[src/rtl/alu_result_serializer_pkg.sv]
// Shared constants and FSM encoding for the ALU result serializer.
// Imported by the result FIFO and the serializer top.
package alu_result_serializer_pkg;

   localparam int ALU_WIDTH_DEFAULT = 16;
   localparam int BYTE_W            = 8;

   typedef enum logic {
      IDLE = 1'b0,
      SEND = 1'b1
   } state_t;

endpackage

[src/rtl/alu_result_serializer_fifo.sv]
// Two-entry result buffer between the ALU and the byte serializer.
// A push into a full buffer is only accepted when a pop happens on the same edge.
module result_fifo
   import alu_result_serializer_pkg::*;
#(
   parameter int WIDTH = ALU_WIDTH_DEFAULT
) (
   input  logic             clk,
   input  logic             rst_n,
   input  logic             push,
   input  logic [WIDTH-1:0] din,
   input  logic             pop,
   output logic [WIDTH-1:0] dout,
   output logic [1:0]       count,
   output logic             full,
   output logic             empty
);

   logic [WIDTH-1:0] mem [2];
   logic             rd_ptr;
   logic             wr_ptr;
   logic             do_push;
   logic             do_pop;

   assign full    = (count == 2'd2);
   assign empty   = (count == 2'd0);
   assign do_pop  = pop && !empty;
   assign do_push = push && (!full || do_pop);
   assign dout    = mem[rd_ptr];

   // When full, wr_ptr equals rd_ptr: a simultaneous push overwrites the slot being popped.
   always_ff @(posedge clk or negedge rst_n) begin
      if (!rst_n) begin
         mem[0] <= '0;
         mem[1] <= '0;
         rd_ptr <= 1'b0;
         wr_ptr <= 1'b0;
         count  <= 2'd0;
      end else begin
         if (do_push) begin
            mem[wr_ptr] <= din;
            wr_ptr      <= ~wr_ptr;
         end
         if (do_pop) begin
            rd_ptr <= ~rd_ptr;
         end
         case ({do_push, do_pop})
            2'b10:   count <= count + 2'd1;
            2'b01:   count <= count - 2'd1;
            default: count <= count;
         endcase
      end
   end

endmodule

[src/rtl/alu_result_serializer.sv]
// Buffers one-cycle ALU results and streams them out LSB byte first
// over a valid/ready handshake towards the UART transmitter.
module alu_result_serializer
   import alu_result_serializer_pkg::*;
#(
   parameter int ALU_WIDTH = ALU_WIDTH_DEFAULT
) (
   input  logic                 clk,
   input  logic                 rst_n,
   input  logic [ALU_WIDTH-1:0] alu_out,
   input  logic                 alu_out_valid,
   input  logic                 tx_ready,
   input  logic                 clr_ovf,
   output logic [7:0]           tx_data,
   output logic                 tx_valid,
   output logic                 busy,
   output logic                 ovf
);

   localparam int NUM_BYTES = ALU_WIDTH / BYTE_W;
   localparam int IDX_W     = (NUM_BYTES > 1) ? $clog2(NUM_BYTES) : 1;
   localparam logic [IDX_W-1:0] LAST_IDX = IDX_W'(NUM_BYTES - 1);

   if (ALU_WIDTH < BYTE_W || (ALU_WIDTH % BYTE_W) != 0) begin : g_bad_width
      $error("ALU_WIDTH must be a non-zero multiple of 8");
   end

   state_t               state;
   state_t               state_next;
   logic [ALU_WIDTH-1:0] shift;
   logic [ALU_WIDTH-1:0] shift_next;
   logic [IDX_W-1:0]     idx;
   logic [IDX_W-1:0]     idx_next;
   logic                 pop;
   logic [ALU_WIDTH-1:0] head;
   logic [1:0]           count;
   logic                 full;
   logic                 empty;
   logic                 drop;

   result_fifo #(
      .WIDTH (ALU_WIDTH)
   ) u_fifo (
      .clk   (clk),
      .rst_n (rst_n),
      .push  (alu_out_valid),
      .din   (alu_out),
      .pop   (pop),
      .dout  (head),
      .count (count),
      .full  (full),
      .empty (empty)
   );

   // Loading the next result on the final transfer keeps tx_valid high with no bubble.
   always_comb begin
      state_next = state;
      shift_next = shift;
      idx_next   = idx;
      pop        = 1'b0;
      case (state)
         IDLE: begin
            if (!empty) begin
               pop        = 1'b1;
               shift_next = head;
               idx_next   = '0;
               state_next = SEND;
            end
         end
         SEND: begin
            if (tx_ready) begin
               if (idx != LAST_IDX) begin
                  shift_next = shift >> BYTE_W;
                  idx_next   = idx + IDX_W'(1);
               end else if (!empty) begin
                  pop        = 1'b1;
                  shift_next = head;
                  idx_next   = '0;
               end else begin
                  idx_next   = '0;
                  state_next = IDLE;
               end
            end
         end
         default: state_next = IDLE;
      endcase
   end

   always_ff @(posedge clk or negedge rst_n) begin
      if (!rst_n) begin
         state <= IDLE;
         shift <= '0;
         idx   <= '0;
      end else begin
         state <= state_next;
         shift <= shift_next;
         idx   <= idx_next;
      end
   end

   // A dropped result beats a simultaneous clear so no overflow event is lost.
   assign drop = alu_out_valid && full && !pop;

   always_ff @(posedge clk or negedge rst_n) begin
      if (!rst_n) begin
         ovf <= 1'b0;
      end else if (drop) begin
         ovf <= 1'b1;
      end else if (clr_ovf) begin
         ovf <= 1'b0;
      end
   end

   assign tx_valid = (state == SEND);
   assign tx_data  = (state == SEND) ? shift[7:0] : 8'h00;
   assign busy     = (state == SEND) || (count != 2'd0);

endmodule
[config.mk]
export PLATFORM = sky130hd
export DESIGN_NAME = alu_result_serializer
export DESIGN_NICKNAME = d
export VERILOG_FILES = /design/src/rtl/alu_result_serializer_pkg.sv /design/src/rtl/alu_result_serializer_fifo.sv /design/src/rtl/alu_result_serializer.sv
export SDC_FILE = /design/constraint.sdc
export NUM_CORES = 1
export LEC_CHECK = 0
export ABC_CLOCK_PERIOD_IN_PS = 1600
export CAP_MARGIN = 25
export CORE_ASPECT_RATIO = 1.4
export CORE_MARGIN = 5
export CORE_UTILIZATION = 49
export DETAILED_ROUTE_END_ITERATION = 6
export GPL_TIMING_DRIVEN = 0
export PLACE_DENSITY = 0.75
export SYNTH_ARGS = -nofsm -noshare
export SYNTH_HDL_FRONTEND = slang
export SYNTH_SLANG_ARGS = --single-unit
[constraint.sdc]
create_clock -name clk -period 1.6 [get_ports clk]
set_input_delay 0.32 -clock clk [delete_from_list [all_inputs] [get_ports clk]]
set_output_delay 0.32 -clock clk [all_outputs]
set_load 0.01 [all_outputs]
# After elaboration in Yosys (flattened, before gate mapping)
# Index checks and enable logic that the tools add are counted.
# word_totals
ff_bits	55
ram_bits	0
output_inout_bits	11
latch_bits	0
romBits	0
mem_count	0
# classes
shifts	0
add_sub_neg	3
n_eq_ne	5
n_mul	0
n_reduce_logical	15
n_div	0
magnitude_cmp	3
n_mux	25
n_bitwise	5
# op_table
operator	n
$mux 16	7
$bwmux 32	1
$pmux 16 s2	1
$demux 16 s1	1
$mux 1	10
$mux 8	1
$pmux 1 s2	3
$reduce_bool 2->1	3
$logic_and 1x1->1	5
$eq 2x2->1 const B	2
$ge 2x2->1 const B	2
$ne 2x2->1 const B	2
$not 1->2	2
$pmux 2 s2	1
$logic_not 1->1	3
$not 1->1	3
$add 2x1->2 const B	1
$eq 2x1->1 const B	1
$logic_not 2->1	1
$logic_or 1x1->1	2
$lt 2x1->1 const B	1
$reduce_and 2->1	1
$sub 2x1->2 const B	1
$add 1x1->1 const B	1

# Depth between registers and ports, before layout
# Gate-level depths: netlist of the first run.
# logic_depth
depth_word	10
depth_mapped	8
ltp_nobuf	7

# Hierarchy
# A second synthesis of the first run with hierarchy kept.
# hier_totals
cells_unflattened	209
area_unflattened_um2	2715.1
# modules_own_cells
module	seq_area_each_um2	cells_per_inst	n_inst	area_per_inst_um2
result_fifo	900.9	103	1	1655.3
alu_result_serializer	475.5	106	1	1059.8

# Least setup slack after synthesis of the first run
# No wires, ideal clock.
# synth_path
kind	register to register
start	reg u_fifo.count[0]
end	reg u_fifo.count[1]
setup_time_ps	79
stages_incl_launch_ff	8
t_arrival_ps	1637
setup_slack_ps	-116
cell_sequence	dfrtp_1 -> nor2_1 -> or2_2 -> buf_2 -> inv_1 -> ha_1 -> nor2_1 -> xor2_1
# synth_between
elab_chain_cells	10
elab_cells_between_ends	17
classes_between	2 x add/sub; 3 x eq/ne; 5 x mux; 7 x reduce/logical
# synth_rtl
element	line	rtl
from (decl)	alu_result_serializer_fifo.sv:14	output logic [1:0] count,
from (signal assigned)	alu_result_serializer_fifo.sv:48	2'b10: count <= count + 2'd1;
from (signal assigned)	alu_result_serializer_fifo.sv:49	2'b01: count <= count - 2'd1;
from (signal assigned)	alu_result_serializer_fifo.sv:50	default: count <= count;
$logic_not 2->1 (*)	alu_result_serializer_fifo.sv:26	assign empty = (count == 2'd0);
$mux 1	alu_result_serializer.sv:63, alu_result_serializer.sv:75	
$mux 1	alu_result_serializer.sv:72	if (idx != LAST_IDX) begin
$mux 1	alu_result_serializer.sv:71	if (tx_ready) begin
$pmux 1 s2	alu_result_serializer.sv:61	case (state)
$logic_and 1x1->1 (*)	alu_result_serializer_fifo.sv:27	assign do_pop = pop && !empty;
net u_fifo.do_pop	alu_result_serializer_fifo.sv:23	logic do_pop;
$logic_or 1x1->1	alu_result_serializer_fifo.sv:28	assign do_push = push && (!full || do_pop);
$logic_and 1x1->1	alu_result_serializer_fifo.sv:28	
$eq 2x1->1 or $eq 2x2->1 (tied branches)	alu_result_serializer_fifo.sv:47	case ({do_push, do_pop})
$pmux 2 s2 or $reduce_bool 2->1 (tied branches)	--	
# The timed path passes the listed nets; every way through them passes the cells marked *.
# A chain may end at the register's enable or synchronous reset.

# Worst setup path after layout of the first run
# layout_path
start	reg state (netlist: tx_valid)
end	reg u_fifo.mem[30] (netlist bit)
# layout_between
elab_chain_cells	5
# layout_rtl
element	line	rtl
from (decl)	alu_result_serializer.sv:28	state_t state;
from (signal assigned)	alu_result_serializer.sv:95	state <= state_next;
$not 1->1	--	
$pmux 1 s2 (*)	alu_result_serializer.sv:61	
$logic_and 1x1->1 (*)	alu_result_serializer_fifo.sv:27	
$logic_or 1x1->1 (*)	alu_result_serializer_fifo.sv:28	
$logic_and 1x1->1 (*)	alu_result_serializer_fifo.sv:28	
to (signal, indexed assignment)	alu_result_serializer_fifo.sv:41	mem[wr_ptr] <= din;
to (decl)	alu_result_serializer_fifo.sv:19	logic [WIDTH-1:0] mem [2];
# Every way passes the cells marked *; elsewhere a longest branch is shown, timed or not.

==> results of run 1 <==
==> placed cells by master (no fill, tap or decap), types with 6 or more instances in the layout <==
master           instances
a31oi_1                  8
and2_1                   7
dfrtp_1                 53
mux2i_1                 16
o2bb2ai_1                8
clkdlybuf4s50_1         19
buf_2                   13
o22a_1                   8
buf_4                    8
mux2_2                  14
mux2_4                  18
nor3b_1                  8
clkbuf_8                 6
==> state kept, by name, summed over array words and instances (netlist names) <==
| name | cells |
|---|---|
| u_fifo.wr_ptr | 1 |
| tx_valid | 1 |
| u_fifo.mem | 32 |
| shift | 16 |
| u_fifo.count | 2 |
| u_fifo.rd_ptr | 1 |
| idx | 1 |
| ovf | 1 |
==> power by group through the flow <==
stage | Combinational (mW) | Clock [mW] | Sequential (mW)
2_1_floorplan | 2.14 | 0 | 2.39
3_3_place_gp | 2.85 | 0 | 2.47
3_5_place_dp | 2.92 | 0 | 2.50
4_1_cts | 3.14 | 0.935 | 2.47
5_1_grt | 3.61 | 0.985 | 2.58
6_report | 3.33 | 0.908 | 2.50
==> through the flow <==
stage	setup TNS (ns)	cell area, µm²
floorplan	-0.01079	2534
global placement	-95.53	2924
detailed placement	-17.70	2939
CTS	-1.639	3161
global route	-3.595	3248
finish	-1.674	3248
==> synthesized netlist by cell type (2+ instances only) <==
| library cell | n | share of area (%) |
|---|---|---|
| mux2i_1 | 16 | 6.4 |
| nor3b_1 | 8 | 2.4 |
| nand2_1 | 3 | 0.45 |
| clkbuf_1 | 4 | 0.60 |
| nor2_1 | 2 | 0.30 |
| buf_2 | 5 | 1.0 |
| nand2b_1 | 3 | 0.75 |
| a31oi_1 | 8 | 2.0 |
| o22a_1 | 8 | 2.8 |
| xor2_1 | 3 | 1.0 |
| mux2_2 | 31 | 14 |
| buf_6 | 2 | 0.90 |
| or2_2 | 2 | 0.50 |
| a21oi_4 | 2 | 1.3 |
| dfrtp_1 | 55 | 55 |
| inv_1 | 3 | 0.45 |
| xnor2_1 | 3 | 1.0 |
| o21ai_0 | 2 | 0.40 |
| o2bb2ai_1 | 8 | 2.8 |
| and2_1 | 8 | 2.0 |
==> cell families after synthesis <==
family | Yosys count
AO/OA/AOI/OAI | 32
multiplexers | 48
adder cells (fa/ha/maj) | 1
AND/OR/NAND/NOR | 30
buffers and inverters | 15
flip-flops | 55
XOR/XNOR | 6
==> repair_timing <==
| action | 4_1_cts | 5_1_grt |
|---|---|---|
| endpoints found under the setup margin | 31 | 56 |
| pin swaps | 6 | 1 |
| gates cloned | 1 | 1 |
| gates resized for setup | 61 | 18 |
| setup buffers | 10 | 0 |
| hold buffers | 0 | 0 |
| hold endpoints to repair | 0 | 0 |
==> path summary, 6_finish.rpt <==
kind                          startpoint  depth (start not counted)  slack (ns)         endpoint
max                             tx_valid                          6       -0.07   u_fifo.mem[30]
max reg2reg                     tx_valid                          6       -0.07   u_fifo.mem[30]
min reg2reg                u_fifo.wr_ptr                          1        0.50    u_fifo.wr_ptr
min                                rst_n                          1       0.002              idx
max in group asynchronous          rst_n                          2        1.01  u_fifo.count[0]
min in group clk           u_fifo.wr_ptr                          1        0.50    u_fifo.wr_ptr
==> metal layers <==
layer,global-route usage [%],vias to the layer above
met4,5.751,0
met2,28.59,25
li1,-,771
met5,0,-
met1,18.98,786
met3,3.834,5
==> cell type report <==
type                       instances  area share (%)
buffer                            10           2.658
clock buffer                       5           2.119
clock inverter                     3           1.348
inverter                           3          0.3467
multi-input combinational        117           35.82
sequential                        55           42.45
tap                               64           2.465
timing repair buffer              44           12.79
==> flow_metrics.tcl, run 1 <==
set metrics [dict create \
    place_inst 283 \
    p_int_mw 4.450 \
    io_buffers 31 \
    worstPathRequired_ns 1.80 \
    period_share_pct 104.6 \
    finalHoldViolations 0 \
    clk_path_buf_depth 2 \
    cts_inserted_buffers 5 \
    n_antenna_cell 0 \
    vias 1587 \
    wire_per_inst_um 16.92 \
    wl_met2_mm 2.669 \
    crit_fanout 10 \
    wl_met1_mm 2.176 \
    critPathBufInv 3 \
    cp-start-kind "register" \
    synth-adder-area-share_pct 0.4985 \
    grt_pass1_vias 1713 \
    crit_type "reg2reg" \
    ys_types 31 \
    gp_congestion 0.7477 \
    synth-xor-area-share_pct 2.094 \
    ys_seq_area_share_pct 54.84 \
    wl_mm 5.094 \
    rows 30 \
    seqPwrFrac_pct 37.0 \
    io_pins 32 \
    synth-simple-area-share_pct 7.627 \
    drt_iter0_drc 69 \
    synth_seq_cells 55 \
    postRouteAntennaNets 0 \
    nets 258 \
    max_freq_mhz 597.7 \
    synthArstFlopShare_pct 100.0 \
    hold_class "in2async" \
    track_usage_pct 16.14 \
    synth_top_family_by_area "multiplexers" \
    post-place-ws_ns -0.5457 \
    initial_core_util_pct 51.04 \
    switching_power_mw 2.288 \
    yosys_warnings 0 \
    p_sw_share_pct 33.95 \
    syn_nets 209 \
    clk_latency_ns 0.31 \
    multi_input_area_um2 1164 \
    power_leakage_nw 1.443 \
    clk_pin_slew_worst_paths_ns 0.10 \
    status "complete, but fails checks" \
    grt_pass1_wl_mm 8.445 \
    cp-end-kind "register" \
    cts_tree "done" \
    postSynthCellCount 187 \
    area_delta_synth_final_pct 29.41 \
    syn_area_per_cell_um2 13.42 \
    critical_path.slowest_cell "dfrtp_1" \
    postLayoutCoreUtil_pct 66.06 \
    relSlewSlack_pct 60.01 \
    p_clk_share_pct 13.5 \
    drt-vias-per-instance 5.272 \
    muxShareOfSynthArea_pct 20.74 \
    dieWidth_um 70.49 \
    tightest_slew_ns 0.5998 \
    finClkSkew_ns 0.009934 \
    grt_max_degree 30 \
    synth_flop_cell "dfrtp_1" \
    wl_met3_um 196 \
    drcViolationCount 0 \
    synth_edf_count 0 \
    power_mw 6.738 \
    violations "negative setup slack" \
    die_h_um 94.68 \
    setup_viol 35 \
    arrival_ns 1.87 \
    drive_above_1_share_pct 37.13 \
    cts_root_buffer "clkbuf_8" \
    first_pass_iters 4 \
    path_cells "buf_6 > a21boi_4 > buf_12 > a21oi_4 > buf_8 > mux2_2" \
    powerDensity_nw_per_um2 2074 \
    htreeDepth 2 \
    seqCellArea_um2 1379 \
    dp_hpwl_mm 3.403 \
    grt_overflow 0 \
    synth_area_um2 2510 \
    ir_drop_mv 1.216 \
    slew_viol_final 0 \
    hold_slack_ns 0.001963 \
    crit_family "buffers and inverters" \
    rsz0062_at_grt "yes" \
    core_um2 4917 \
    highest_layer "met4" \
    p_comb_share_pct 49.5 \
    clock-sinks 55 \
    antenna_found_initial 0 \
    stdcell_count 301 \
    synth_compound_area_share_pct 10.97 \
    fill_cells 389 \
    postLayoutSetupSlackWorst_ns -0.07311 \
    cp_slowest_stage_delay_ns 0.42 \
    final.min_clock_period_ns 1.673 \
    dieArea_um2 6674 \
    drv_cap 0 \
]
Power figures use the tool's default switching activity.
==> inputs of run 2 (changes only) <==
--- a/config.mk
+++ b/config.mk
@@ -7,12 +7,12 @@
 export LEC_CHECK = 0
 export ABC_CLOCK_PERIOD_IN_PS = 1600
 export CAP_MARGIN = 25
-export CORE_ASPECT_RATIO = 1.4
 export CORE_MARGIN = 5
 export CORE_UTILIZATION = 49
 export DETAILED_ROUTE_END_ITERATION = 6
 export GPL_TIMING_DRIVEN = 0
 export PLACE_DENSITY = 0.75
+export SETUP_SLACK_MARGIN = 0.15
 export SYNTH_ARGS = -nofsm -noshare
 export SYNTH_HDL_FRONTEND = slang
 export SYNTH_SLANG_ARGS = --single-unit
==> run 2 against run 1 <==
  * The run still ends with negative setup slack left
  * Sequential power is essentially flat
  * Via count is 7.1% higher
  * Power is 8.3% higher
  * Critical path depth decreased by 3
  * Global-route usage up 2.4 points
  * Sequential share of layout area decreased by 3.1 points
==> flow_metrics.tcl, run 2 (synthesis results as in run 1) <==
set metrics [dict create \
    final.min_clock_period_ns 1.682 \
    ir_drop_mv 1.023 \
    drv_cap 0 \
    rows 26 \
    track_usage_pct 18.56 \
    p_comb_share_pct 55.7 \
    cts_hold_buf 0 \
    rr_worst_depth 6 \
    p_sw_share_pct 34.47 \
    drive_above_1_share_pct 42.86 \
    crit_fanout 4 \
    antenna_found_initial 0 \
    htreeDepth 2 \
    wire_per_inst_um 17.95 \
    cts_tree "done" \
    setup_viol 41 \
    p_clk_share_pct 9.7 \
    hold_slack_ns 0.002123 \
    first_pass_iters 4 \
    finalHoldViolations 0 \
    reg2reg_setup_slack_ns -0.07 \
    postRouteAntennaNets 0 \
    area_delta_synth_final_pct 39.38 \
    n_antenna_cell 0 \
    core_um2 5042 \
    startpoint "tx_valid" \
    rr_startpoint "tx_valid" \
    slew_viol_final 0 \
    grt_max_degree 32 \
    finClkSkew_ns 0.01195 \
    tns_ns -2.073 \
    switching_power_mw 2.516 \
    tightest_slew_ns 0.5791 \
    arrival_ns 1.36 \
    clk_pin_slew_worst_paths_ns 0.10 \
    layout_commonest_cell "dfrtp_1" \
    relSlewSlack_pct 61.39 \
    io_pins 32 \
    power_leakage_nw 1.582 \
    seqPwrFrac_pct 34.5 \
    die_h_um 81.57 \
    rsz0062_at_grt "yes" \
    max_freq_mhz 594.6 \
    dieWidth_um 81.57 \
    io_buffers 31 \
    largest_reg_flops 32 \
    powerDensity_nw_per_um2 2087 \
    top_register "u_fifo.mem" \
    dp_hpwl_mm 3.330 \
    cts_inserted_buffers 5 \
    vias 1699 \
    postLayoutSetupSlackWorst_ns -0.08182 \
    initial_core_util_pct 49.78 \
    worstPathRequired_ns 1.28 \
    clock-sinks 55 \
    gp_congestion 0.7486 \
    status "complete, but fails checks" \
    power_mw 7.299 \
    postLayoutCoreUtil_pct 69.38 \
    grt_overflow 0 \
    clk_latency_ns 0.31 \
    dieArea_um2 6654 \
    nets 268 \
    p_int_mw 4.783 \
    r2r-end "u_fifo.mem[23]" \
    hold_class "in2async" \
    crit_type "reg2out" \
    grt_pass1_vias 1827 \
    drt-vias-per-instance 5.394 \
    place_area_um2 2947 \
    wl_mm 5.653 \
    violations "negative setup slack" \
    drt_iter0_drc 100 \
    cts_root_buffer "clkbuf_8" \
    top_regs "u_fifo.mem (32), shift (16), u_fifo.count (2)" \
    final_cell_area_um2 3498 \
    cp-endpoint "busy" \
    clk_path_buf_depth 2 \
    cp-end-kind "primary output" \
    cp-start-kind "register" \
    period_share_pct 105.1 \
    grt_pass1_wl_mm 9.280 \
    layout_common_cells "dfrtp_1, mux2_4, buf_6, clkdlybuf4s50_1, mux2i_1" \
    drcViolationCount 0 \
]
run 2: power by group through the flow:
stage               sequential, mW  clock, mW  combinational [mW]
floorplan                     2.39          0                2.14
global placement              2.46          0                2.85
detailed placement            2.49          0                2.92
CTS                           2.51      0.722                3.79
global route                  2.60      0.773                4.38
finish                        2.52      0.711                4.07
run 2: per-layer routing:
layer / wire, µm / vias up / track usage, %
li1: - / 790 / -
met1: 2522 / 864 / 24.73
met2: 2784 / 39 / 30.29
met3: 293 / 6 / 3.947
met4: 52 / 0 / 5.980
met5: 0 / - / 0
run 2: repair_timing:
| action | CTS | global route |
|---|---|---|
| cloned | 3 | 1 |
| setup buffers | 13 | 3 |
| endpoints found under the setup margin | 54 | 61 |
| resized for setup | 121 | 10 |
| pin swaps | 20 | 10 |
| hold endpoints to repair | 0 | 0 |
run 2: final cells by class:
class	count	area, µm²
repair buffers	52	548.0
clock buffers	6	72.57
plain buffers	12	117.6
multi-input cells	117	1281
flip-flops and latches	55	1378
fillers	359	1544
inverters	3	13.76
well taps	70	87.58
run 2: per-stage QoR:
step,setup slack (ns),cells
detailed placement,-0.5833,289
finish,-0.08182,315
floorplan,-0.01078,187
global route,-0.1287,315
global placement,-1.459,288
CTS,-0.07729,311
run 2: worst min path at each step:
| stage | endpoint | start | depth (start not counted) | slack [ns] |
|---|---|---|---|---|
| after floorplan | idx | rst_n | 0 | 0.02 |
| after global placement | u_fifo.wr_ptr | u_fifo.wr_ptr | 1 | 0.47 |
| after detailed placement | u_fifo.mem[29] | rst_n | 1 | 0.36 |
| after CTS | u_fifo.mem[12] | rst_n | 1 | 0.03 |
| after global routing | u_fifo.mem[25] | rst_n | 1 | 0.06 |
| final | u_fifo.mem[12] | rst_n | 1 | 0.002 |
run 2: critical path: stages (launching register included):
cell	delay, ns
dfrtp_1	0.41
clkbuf_8	0.16
or3_1	0.33
buf_2	0.14
